===== config.mk =====
export PLATFORM = sky130hd
export DESIGN_NAME = sc_stream_acc
export DESIGN_NICKNAME = d
export VERILOG_FILES = /design/src/rtl/sc_stream_pkg.sv /design/src/rtl/sc_sat_ctr.sv /design/src/rtl/sc_stream_acc.sv
export SDC_FILE = /design/constraint.sdc
export NUM_CORES = 1
export LEC_CHECK = 0
export CAP_MARGIN = 15
export CORE_ASPECT_RATIO = 0.5
export CORE_MARGIN = 4
export CORE_UTILIZATION = 50
export CTS_BUF_LIST = sky130_fd_sc_hd__clkbuf_16
export DETAILED_ROUTE_END_ITERATION = 12
export GPL_TIMING_DRIVEN = 0
export MAX_ROUTING_LAYER = met4
export PLACE_DENSITY = 0.86
export SLEW_MARGIN = 20
export SYNTH_ARGS = -nofsm -noshare
export SYNTH_HDL_FRONTEND = slang
export SYNTH_HIERARCHICAL = 1
export SYNTH_SLANG_ARGS = --single-unit

===== constraint.sdc =====
create_clock -name clk -period 2.65 [get_ports clk]
set_input_delay 0.795 -clock clk [delete_from_list [all_inputs] [get_ports clk]]
set_output_delay 0.795 -clock clk [all_outputs]
set_load 0.01 [all_outputs]

===== src/rtl/sc_stream_pkg.sv =====
// Shared types and default widths for the stochastic-stream accumulator.
// Latency: n/a (declarations only).
// Backpressure: n/a.
package sc_stream_pkg;

  // Default number of input bitstreams (one per generator output X).
  localparam int DEF_NUM_INPUTS = 4;

  // Default width of every counter and result field.
  localparam int DEF_CNT_W = 16;

  // Frame tracking state: idle, waiting for first done pulse, counting.
  typedef enum logic [1:0] {
    IDLE  = 2'd0,
    SYNC  = 2'd1,
    COUNT = 2'd2
  } state_e;

endpackage


===== src/rtl/sc_sat_ctr.sv =====
// Saturating up-counter with synchronous clear and parallel load.
// Latency: new value visible 1 cycle after clr/load/inc.
// Backpressure: none; holds at all-ones instead of wrapping.
module sc_sat_ctr
  import sc_stream_pkg::*;
#(
  parameter int CNT_W = DEF_CNT_W
) (
  input  logic             clk,
  input  logic             rst,
  input  logic             clr,
  input  logic             load,
  input  logic [CNT_W-1:0] load_val,
  input  logic             inc,
  output logic [CNT_W-1:0] cnt
);

  localparam logic [CNT_W-1:0] CNT_ONE = {{(CNT_W-1){1'b0}}, 1'b1};
  localparam logic [CNT_W-1:0] CNT_MAX = {CNT_W{1'b1}};

  logic [CNT_W-1:0] cnt_q;
  logic [CNT_W-1:0] cnt_d;

  // Next count: clear beats load beats increment; increment stops at all-ones.
  always_comb begin
    cnt_d = cnt_q;
    if (clr) begin
      cnt_d = '0;
    end else if (load) begin
      cnt_d = load_val;
    end else if (inc && (cnt_q != CNT_MAX)) begin
      cnt_d = cnt_q + CNT_ONE;
    end
  end

  // Count register with synchronous reset.
  always_ff @(posedge clk) begin
    if (rst) begin
      cnt_q <= '0;
    end else begin
      cnt_q <= cnt_d;
    end
  end

  assign cnt = cnt_q;

endmodule


===== src/rtl/sc_stream_acc.sv =====
// Per-frame ones counter for stochastic bitstreams (per stream, AND product, length).
// Latency: frame result visible 1 cycle after the gen_done cycle that closes it.
// Backpressure: single-entry result register; a frame closing while it is full is dropped and ovf set.
module sc_stream_acc
  import sc_stream_pkg::*;
#(
  parameter int NUM_INPUTS = DEF_NUM_INPUTS,
  parameter int CNT_W      = DEF_CNT_W
) (
  input  logic                        clk,
  input  logic                        rst,
  input  logic                        start,
  input  logic                        stop,
  input  logic [NUM_INPUTS-1:0]       in_bits,
  input  logic                        gen_done,
  output logic                        out_valid,
  input  logic                        out_ready,
  output logic [NUM_INPUTS*CNT_W-1:0] out_cnts,
  output logic [CNT_W-1:0]            out_and_cnt,
  output logic [CNT_W-1:0]            out_len,
  output logic                        busy,
  output logic                        ovf
);

  localparam logic [CNT_W-1:0] CNT_ONE = {{(CNT_W-1){1'b0}}, 1'b1};

  // Frame tracking state.
  state_e state_q;
  state_e state_d;
  logic   stop_pend_q;
  logic   stop_pend_d;

  // Accumulator controls shared by every counter.
  logic acc_clr;
  logic acc_load;
  logic acc_inc;
  logic frame_close;
  logic all_ones;

  // Live accumulator values (the frame in progress).
  logic [NUM_INPUTS*CNT_W-1:0] acc_cnts;
  logic [CNT_W-1:0]            acc_and;
  logic [CNT_W-1:0]            acc_len;

  // Result register.
  logic                        out_valid_q;
  logic                        out_valid_d;
  logic                        ovf_q;
  logic                        ovf_d;
  logic [NUM_INPUTS*CNT_W-1:0] res_cnts_q;
  logic [NUM_INPUTS*CNT_W-1:0] res_cnts_d;
  logic [CNT_W-1:0]            res_and_q;
  logic [CNT_W-1:0]            res_and_d;
  logic [CNT_W-1:0]            res_len_q;
  logic [CNT_W-1:0]            res_len_d;
  logic                        drain;

  assign all_ones = &in_bits;

  // One saturating counter per input stream.
  for (genvar i = 0; i < NUM_INPUTS; i++) begin : g_stream
    sc_sat_ctr #(
      .CNT_W(CNT_W)
    ) u_ctr (
      .clk      (clk),
      .rst      (rst),
      .clr      (acc_clr),
      .load     (acc_load),
      .load_val ({{(CNT_W-1){1'b0}}, in_bits[i]}),
      .inc      (acc_inc & in_bits[i]),
      .cnt      (acc_cnts[i*CNT_W +: CNT_W])
    );
  end

  // Counter for the bitwise AND of all streams (the SC product).
  sc_sat_ctr #(
    .CNT_W(CNT_W)
  ) u_and_ctr (
    .clk      (clk),
    .rst      (rst),
    .clr      (acc_clr),
    .load     (acc_load),
    .load_val ({{(CNT_W-1){1'b0}}, all_ones}),
    .inc      (acc_inc & all_ones),
    .cnt      (acc_and)
  );

  // Frame length counter; a new frame always starts at length 1.
  sc_sat_ctr #(
    .CNT_W(CNT_W)
  ) u_len_ctr (
    .clk      (clk),
    .rst      (rst),
    .clr      (acc_clr),
    .load     (acc_load),
    .load_val (CNT_ONE),
    .inc      (acc_inc),
    .cnt      (acc_len)
  );

  // Next-state and accumulator control; done-cycle bits always open the next frame.
  always_comb begin
    state_d     = state_q;
    stop_pend_d = stop_pend_q;
    acc_clr     = 1'b0;
    acc_load    = 1'b0;
    acc_inc     = 1'b0;
    frame_close = 1'b0;
    case (state_q)
      IDLE: begin
        acc_clr     = 1'b1;
        stop_pend_d = 1'b0;
        if (start) begin
          state_d = SYNC;
        end
      end
      SYNC: begin
        if (stop) begin
          state_d = IDLE;
        end else if (gen_done) begin
          acc_load = 1'b1;
          state_d  = COUNT;
        end
      end
      COUNT: begin
        if (gen_done) begin
          frame_close = 1'b1;
          acc_load    = 1'b1;
          if (stop_pend_q || stop) begin
            state_d     = IDLE;
            stop_pend_d = 1'b0;
          end
        end else begin
          acc_inc = 1'b1;
          if (stop) begin
            stop_pend_d = 1'b1;
          end
        end
      end
      default: begin
        state_d     = IDLE;
        stop_pend_d = 1'b0;
      end
    endcase
  end

  // Result register: load on close if empty or draining this cycle, else drop and flag.
  always_comb begin
    out_valid_d = out_valid_q;
    ovf_d       = ovf_q;
    res_cnts_d  = res_cnts_q;
    res_and_d   = res_and_q;
    res_len_d   = res_len_q;
    drain       = out_valid_q & out_ready;
    if (frame_close) begin
      if (!out_valid_q || drain) begin
        out_valid_d = 1'b1;
        res_cnts_d  = acc_cnts;
        res_and_d   = acc_and;
        res_len_d   = acc_len;
      end else begin
        ovf_d = 1'b1;
      end
    end else if (drain) begin
      out_valid_d = 1'b0;
    end
  end

  // State and result registers with synchronous reset.
  always_ff @(posedge clk) begin
    if (rst) begin
      state_q     <= IDLE;
      stop_pend_q <= 1'b0;
      out_valid_q <= 1'b0;
      ovf_q       <= 1'b0;
      res_cnts_q  <= '0;
      res_and_q   <= '0;
      res_len_q   <= '0;
    end else begin
      state_q     <= state_d;
      stop_pend_q <= stop_pend_d;
      out_valid_q <= out_valid_d;
      ovf_q       <= ovf_d;
      res_cnts_q  <= res_cnts_d;
      res_and_q   <= res_and_d;
      res_len_q   <= res_len_d;
    end
  end

  assign out_valid   = out_valid_q;
  assign out_cnts    = res_cnts_q;
  assign out_and_cnt = res_and_q;
  assign out_len     = res_len_q;
  assign busy        = (state_q != IDLE);
  assign ovf         = ovf_q;

endmodule

==> results_dict.tcl, run 1 <==
set metrics [dict create \
    min_period_over_period 0.9777 \
    io_pins 109 \
    cpMaxStageDelayCell "clkdlybuf4s50_1" \
    overflow 0 \
    setup_ws_ns 0.05920 \
    setup_viol 0 \
    synth-xor-area-share 0.005516 \
    worstHoldPathType "reg -> reg" \
    post-place-ws_ns -0.5180 \
    cap_violations 0 \
    clkPwrFrac 0.429 \
    p_int_w 0.004429 \
    relSlewSlack 0.5460 \
    power.share.combinational 0.072 \
    area_growth_pct 25.47 \
    syn_avg_cell_area_um2 8.039 \
    place_hpwl_um 18640 \
    syn-cell-area_mm2 0.009527 \
    synth_top_family_by_area "simple AND/OR/NAND/NOR gates" \
    dieArea_mm2 0.02146 \
    wl_per_cell_um 15.77 \
    synth_ff_type "dfxtp_1" \
    cp_data_arrival_time_ns 2.95 \
    path_max_fanout 7 \
    yosys_register_bits 197 \
    synthCells 1185 \
    die_x_um 203.2 \
    synth_mux_area_frac 0.01891 \
    grt_pass1_vias 9093 \
    path_clk_slew_ns 0.08 \
    ys.warnings.count 6 \
    ant_nets 0 \
    p_sw_frac 0.2630 \
    status "finished, final reports clean" \
    p_per_area_mw_per_mm2 502.8 \
    clockRootBuffer "clkbuf_16" \
    viasPerCell 5.828 \
    period_minus_slack_ns 2.591 \
    crit_required_ns 3.01 \
    antenna_cells 0 \
    gp_congestion 0.9153 \
    crit_buf_inv 1 \
    hold_buffers 0 \
    hold_slack_ns 0.4539 \
    synth.area.top_cells "dfxtp_1, nand2_1, a21oi_1" \
    routed_wl_um 26460 \
    first_pass_iters 5 \
    htree_levels 4 \
    drcViolationCount 0 \
    grt_start_max_net_pins 22 \
    synth_cell_types 47 \
    num_rows 35 \
    drive_gt1_frac 0.07963 \
    crit_chain "clkdlybuf4s50_1 -> and4_4 -> and2_2 -> and4_2 -> nand3_4 -> or4_1 -> a31oi_1" \
    grt.total_usage 0.2434 \
    antenna_found_initial 0 \
    synth_commonest_cells "nand2_1, dfxtp_1, a21oi_1" \
    skew_ns 0.01267 \
    path_delay_family "simple AND/OR/NAND/NOR gates" \
    fmax_mhz 386.0 \
    worst-slew-pin-transition_ns 0.6789 \
    drt_iter0_drc 729 \
    clock_tree.buffer_depth 2 \
    cts.sinks 197 \
    synth_edf_count 0 \
    worstSkewPairLatency_ns 0.44 \
    cp_slowest_stage_delay_ns 0.54 \
    async_flop_share 0 \
    slew_viol_final 0 \
    grt_pass1_wl_um 43090 \
    port_buffers 107 \
    power.leakage_nw 3.844 \
    hold_viol 0 \
    synthAdderAreaFrac 0.01445 \
    ys_seq_area_frac 0.4140 \
    peakVddDrop_v 0.0003865 \
    final_nets 1427 \
    cts_tree "done" \
    initial_utilization 0.5131 \
    critPathLaunchType "primary input" \
    num_vias 9780 \
    die_h_um 105.6 \
    coreArea_mm2 0.01857 \
    worstSetupPathType "in -> reg" \
    p_seq_frac 0.500 \
    yosysMostFrequentCell "nand2_1" \
    endpoint_kind "flop" \
    power.net_switching_w 0.001581 \
    cts_buffers 17 \
    yosysTopAreaCellShare 0.4140 \
    yosys.area.top_type "dfxtp_1" \
    yosys.area_share.simple 0.2818 \
    synth-compound-area-share 0.2270 \
]
==> final cells by class <==
type | count | area (µm²)
Tap cell | 259 | 324.1
Sequential cell | 197 | 3944
Multi-Input combinational cell | 998 | 5608
Inverter | 17 | 63.81
Clock buffer | 17 | 425.4
Clock inverter | 15 | 140.1
Buffer | 62 | 301.5
Fill cell | 1578 | 6615
Timing Repair Buffer | 113 | 1146
==> flip-flops by register name (all words and copies together), names as in the netlist <==
register and flops:
g_stream.u_ctr/cnt 64, out_and_cnt 16, out_cnts 64, out_len 16
out_valid 1, ovf 1, state_q 2, stop_pend_q 1
u_and_ctr/cnt 16, u_len_ctr/cnt 16
==> per-stage QoR <==
stage | instances | total power [W] | TNS (ns) | instance area [µm²] | utilization
after floorplan | 1274 | 0.003329 | 0 | 9866 | -
after global placement | 1640 | 0.003444 | -107.88 | 11260 | 0.6065
after CTS | 1674 | 0.006000 | 0 | 11880 | 0.6400
after detailed placement | 1641 | 0.003465 | -43.67 | 11290 | 0.6082
final | 1678 | 0.006010 | 0 | 11950 | 0.6437
after global routing | 1678 | 0.006195 | -0.02231 | 11950 | 0.6437
==> worst min-delay path: cells and delay by family, from the launching register on <==
| family | cells | cell delay [ns] |
|---|---|---|
| compound gates | 1 | 0.05 |
| flops | 1 | 0.31 |
| simple gates | 1 | 0.05 |
==> final timing paths <==
path / from / slack, ns / depth (start not counted) / to
setup / recovery: in_bits[2] / 0.06 / 7 / u_and_ctr/cnt[13]$_SDFFE_PP0P_
setup reg to reg: state_q[0]$_SDFFE_PP0P_ / 0.07 / 9 / g_stream[1].u_ctr/cnt[13]$_SDFFE_PP0P_
hold reg to reg: out_cnts[42]$_SDFFE_PP0P_ / 0.45 / 2 / out_cnts[42]$_SDFFE_PP0P_
hold / removal: out_cnts[42]$_SDFFE_PP0P_ / 0.45 / 2 / out_cnts[42]$_SDFFE_PP0P_
==> repair_timing <==
action                     4_1_cts  5_1_grt
setup buffers                    1        4
pin swaps                        1        2
hold endpoints to repair         0        0
setup endpoints to repair       20       48
resized for setup                6       19
==> per-layer routing <==
metal / up-vias / GRT usage / routed length [µm]
li1: 4754 / - / -
met1: 4632 / 0.3082 / 11980
met2: 339 / 0.4025 / 12590
met3: 55 / 0.03443 / 1407
met4: 0 / 0.08658 / 481
met5: - / - / 0
==> power groups by stage <==
stage,registers [W],logic [W],clock network [W]
after global routing,0.00300,0.000477,0.00271
after global placement,0.00307,0.000376,0
final,0.00300,0.000431,0.00258
after detailed placement,0.00307,0.000396,0
after floorplan,0.00306,0.000266,0
after CTS,0.00300,0.000406,0.00259
==> placed cells by master, fill, tap and decap left out, types with 9 or more instances in the layout <==
master	n
o21ai_0	73
buf_2	16
nor3_1	19
nor2_1	32
a21oi_1	162
nand3_1	18
clkbuf_1	34
clkdlybuf4s50_1	105
nand2_1	259
o31ai_1	20
conb_1	91
inv_1	17
nor4_1	18
and3_1	24
mux2i_1	18
a31oi_1	31
dfxtp_1	197
o41ai_1	12
nand4_1	48
clkbuf_16	17
or4_1	14
and4_1	17
ha_1	9
a211o_1	18
==> cells by family after synthesis <==
logic type | after synthesis
buf+inv | 79
flops | 197
other cells | 2
xor+xnor | 6
fa+ha+maj | 11
simple gates | 519
mux | 18
compound gates | 353
No activity file was read; power rests on OpenSTA's default activity.
==> run 2: changes to the inputs <==
- CORE_UTILIZATION: 50 -> 28
- PLACE_DENSITY: 0.86 -> 0.58
- SETUP_SLACK_MARGIN: default -> 0.5
==> results_dict.tcl, run 2 (synthesis gave the netlist of run 1 again) <==
set metrics [dict create \
    final_cell_mix "nand2_1, dfxtp_1, a21oi_1" \
    clockRootBuffer "clkbuf_16" \
    cts.sinks 197 \
    slew_viol_final 0 \
    ant_nets 0 \
    grt_start_max_net_pins 19 \
    dp_cells 1822 \
    coreArea_mm2 0.03328 \
    worstHoldPathType "reg -> reg" \
    die_x_um 268.9 \
    cap_violations 0 \
    p_sw_frac 0.2670 \
    min_period_over_period 0.8044 \
    drcViolationCount 0 \
    port_buffers 107 \
    die_h_um 138.4 \
    io_pins 109 \
    wl_per_cell_um 15.34 \
    fmax_mhz 469.1 \
    worstSkewPairLatency_ns 0.46 \
    viasPerCell 5.000 \
    dieArea_mm2 0.03722 \
    path_clk_slew_ns 0.07 \
    first_pass_iters 5 \
    routed_wl_um 28740 \
    relSlewSlack 0.5789 \
    rsz0062_at_grt "true" \
    p_per_area_mw_per_mm2 487.7 \
    power.net_switching_w 0.001621 \
    power.leakage_nw 4.611 \
    initial_utilization 0.2862 \
    cp_data_arrival_time_ns 2.52 \
    crit_required_ns 3.04 \
    hold_viol 0 \
    design_area_mm2 0.01245 \
    worstSetupPathType "in -> reg" \
    cts_tree "done" \
    skew_ns 0.009239 \
    placed_cell_area_mm2 0.01161 \
    cts_buffers 17 \
    endpoint_kind "flop" \
    setup_viol 0 \
    num_vias 9370 \
    instances_no_fill 1874 \
    power.share.combinational 0.077 \
    clkPwrFrac 0.429 \
    grt.total_usage 0.1576 \
    period_minus_slack_ns 2.132 \
    final_nets 1441 \
    area_growth_pct 30.65 \
    antenna_found_initial 1 \
    gp_congestion 0.8729 \
    overflow 0 \
    num_rows 47 \
    drive_gt1_frac 0.1200 \
    htree_levels 4 \
    grt_pass1_wl_um 46500 \
    layout_commonest_cell "nand2_1" \
    p_seq_frac 0.495 \
    drt_iter0_drc 548 \
    clock_tree.buffer_depth 2 \
    critPathLaunchType "primary input" \
    peakVddDrop_v 0.0004855 \
    status "finished, final reports clean" \
    path_max_fanout 6 \
    worst-slew-pin-transition_ns 0.6316 \
    antenna_cells 0 \
    place_hpwl_um 20360 \
    p_int_w 0.004449 \
    grt_pass1_vias 8675 \
]
==> run 2: path summary, 6_finish.rpt <==
kind                             startpoint                        endpoint  slack [ns]  depth (start not counted)
hold / removal    out_cnts[53]$_SDFFE_PP0P_       out_cnts[53]$_SDFFE_PP0P_        0.45                          2
setup / recovery                 in_bits[1]  u_and_ctr/cnt[14]$_SDFFE_PP0P_        0.52                          8
hold reg to reg   out_cnts[53]$_SDFFE_PP0P_       out_cnts[53]$_SDFFE_PP0P_        0.45                          2
setup reg to reg    state_q[0]$_SDFFE_PP0P_  u_and_ctr/cnt[14]$_SDFFE_PP0P_        0.55                         11
==> run 2: repair_timing <==
item / CTS / global route
setup buffers: 10 / 9
resized for setup: 128 / 52
hold buffers: 0 / 0
setup endpoints to repair: 272 / 84
pin swaps: 4 / 6
cloned: 1 / 0
==> run 2: layout make-up <==
| class | instances | area (µm²) |
|---|---|---|
| Fill cell | 3556 | 20840 |
| Multi-Input combinational cell | 999 | 5762 |
| Sequential cell | 197 | 3953 |
| Timing Repair Buffer | 126 | 1167 |
| Tap cell | 441 | 551.8 |
| Clock buffer | 17 | 425.4 |
| Buffer | 62 | 371.6 |
| Clock inverter | 15 | 147.6 |
| Inverter | 17 | 68.82 |
==> run 2: worst max-delay path, cell delays in order <==
cell and delay (ns):
dlygate4sd2_1 0.29, and4_4 0.27, and2_4 0.18, and3_4 0.19, buf_6 0.11, nand3_2 0.11
or4_1 0.44, a31oi_1 0.14
==> run 2: stage by stage <==
step	hold slack [ns]	util	TNS [ns]	setup WS (ns)	total power, W
6_report	0.4519	0.3740	0	0.5185	0.006070
5_1_grt	0.4691	0.3740	0	0.4590	0.006327
3_3_place_gp	0.4427	0.3490	-71.51	-0.5865	0.003480
2_1_floorplan	0.4503	-	0	0.4032	0.003334
3_5_place_dp	0.4455	0.3490	-75.59	-0.6261	0.003481
4_1_cts	0.4536	0.3680	0	0.4140	0.006122
==> run 2: metal layers <==
metal  GRT usage  share of wire
met1      0.1993           0.47
met2      0.2565           0.48
met3     0.03036          0.030
met4     0.04725          0.019
met5           -              0
==> run 2: power by group through the flow <==
stage	sequential, W	clock [W]	combinational (W)
after floorplan	0.00306	0	0.000271
after global placement	0.00307	0	0.000409
after detailed placement	0.00307	0	0.000411
after CTS	0.00300	0.00267	0.000445
after global routing	0.00301	0.00280	0.000523
final	0.00300	0.00260	0.000466
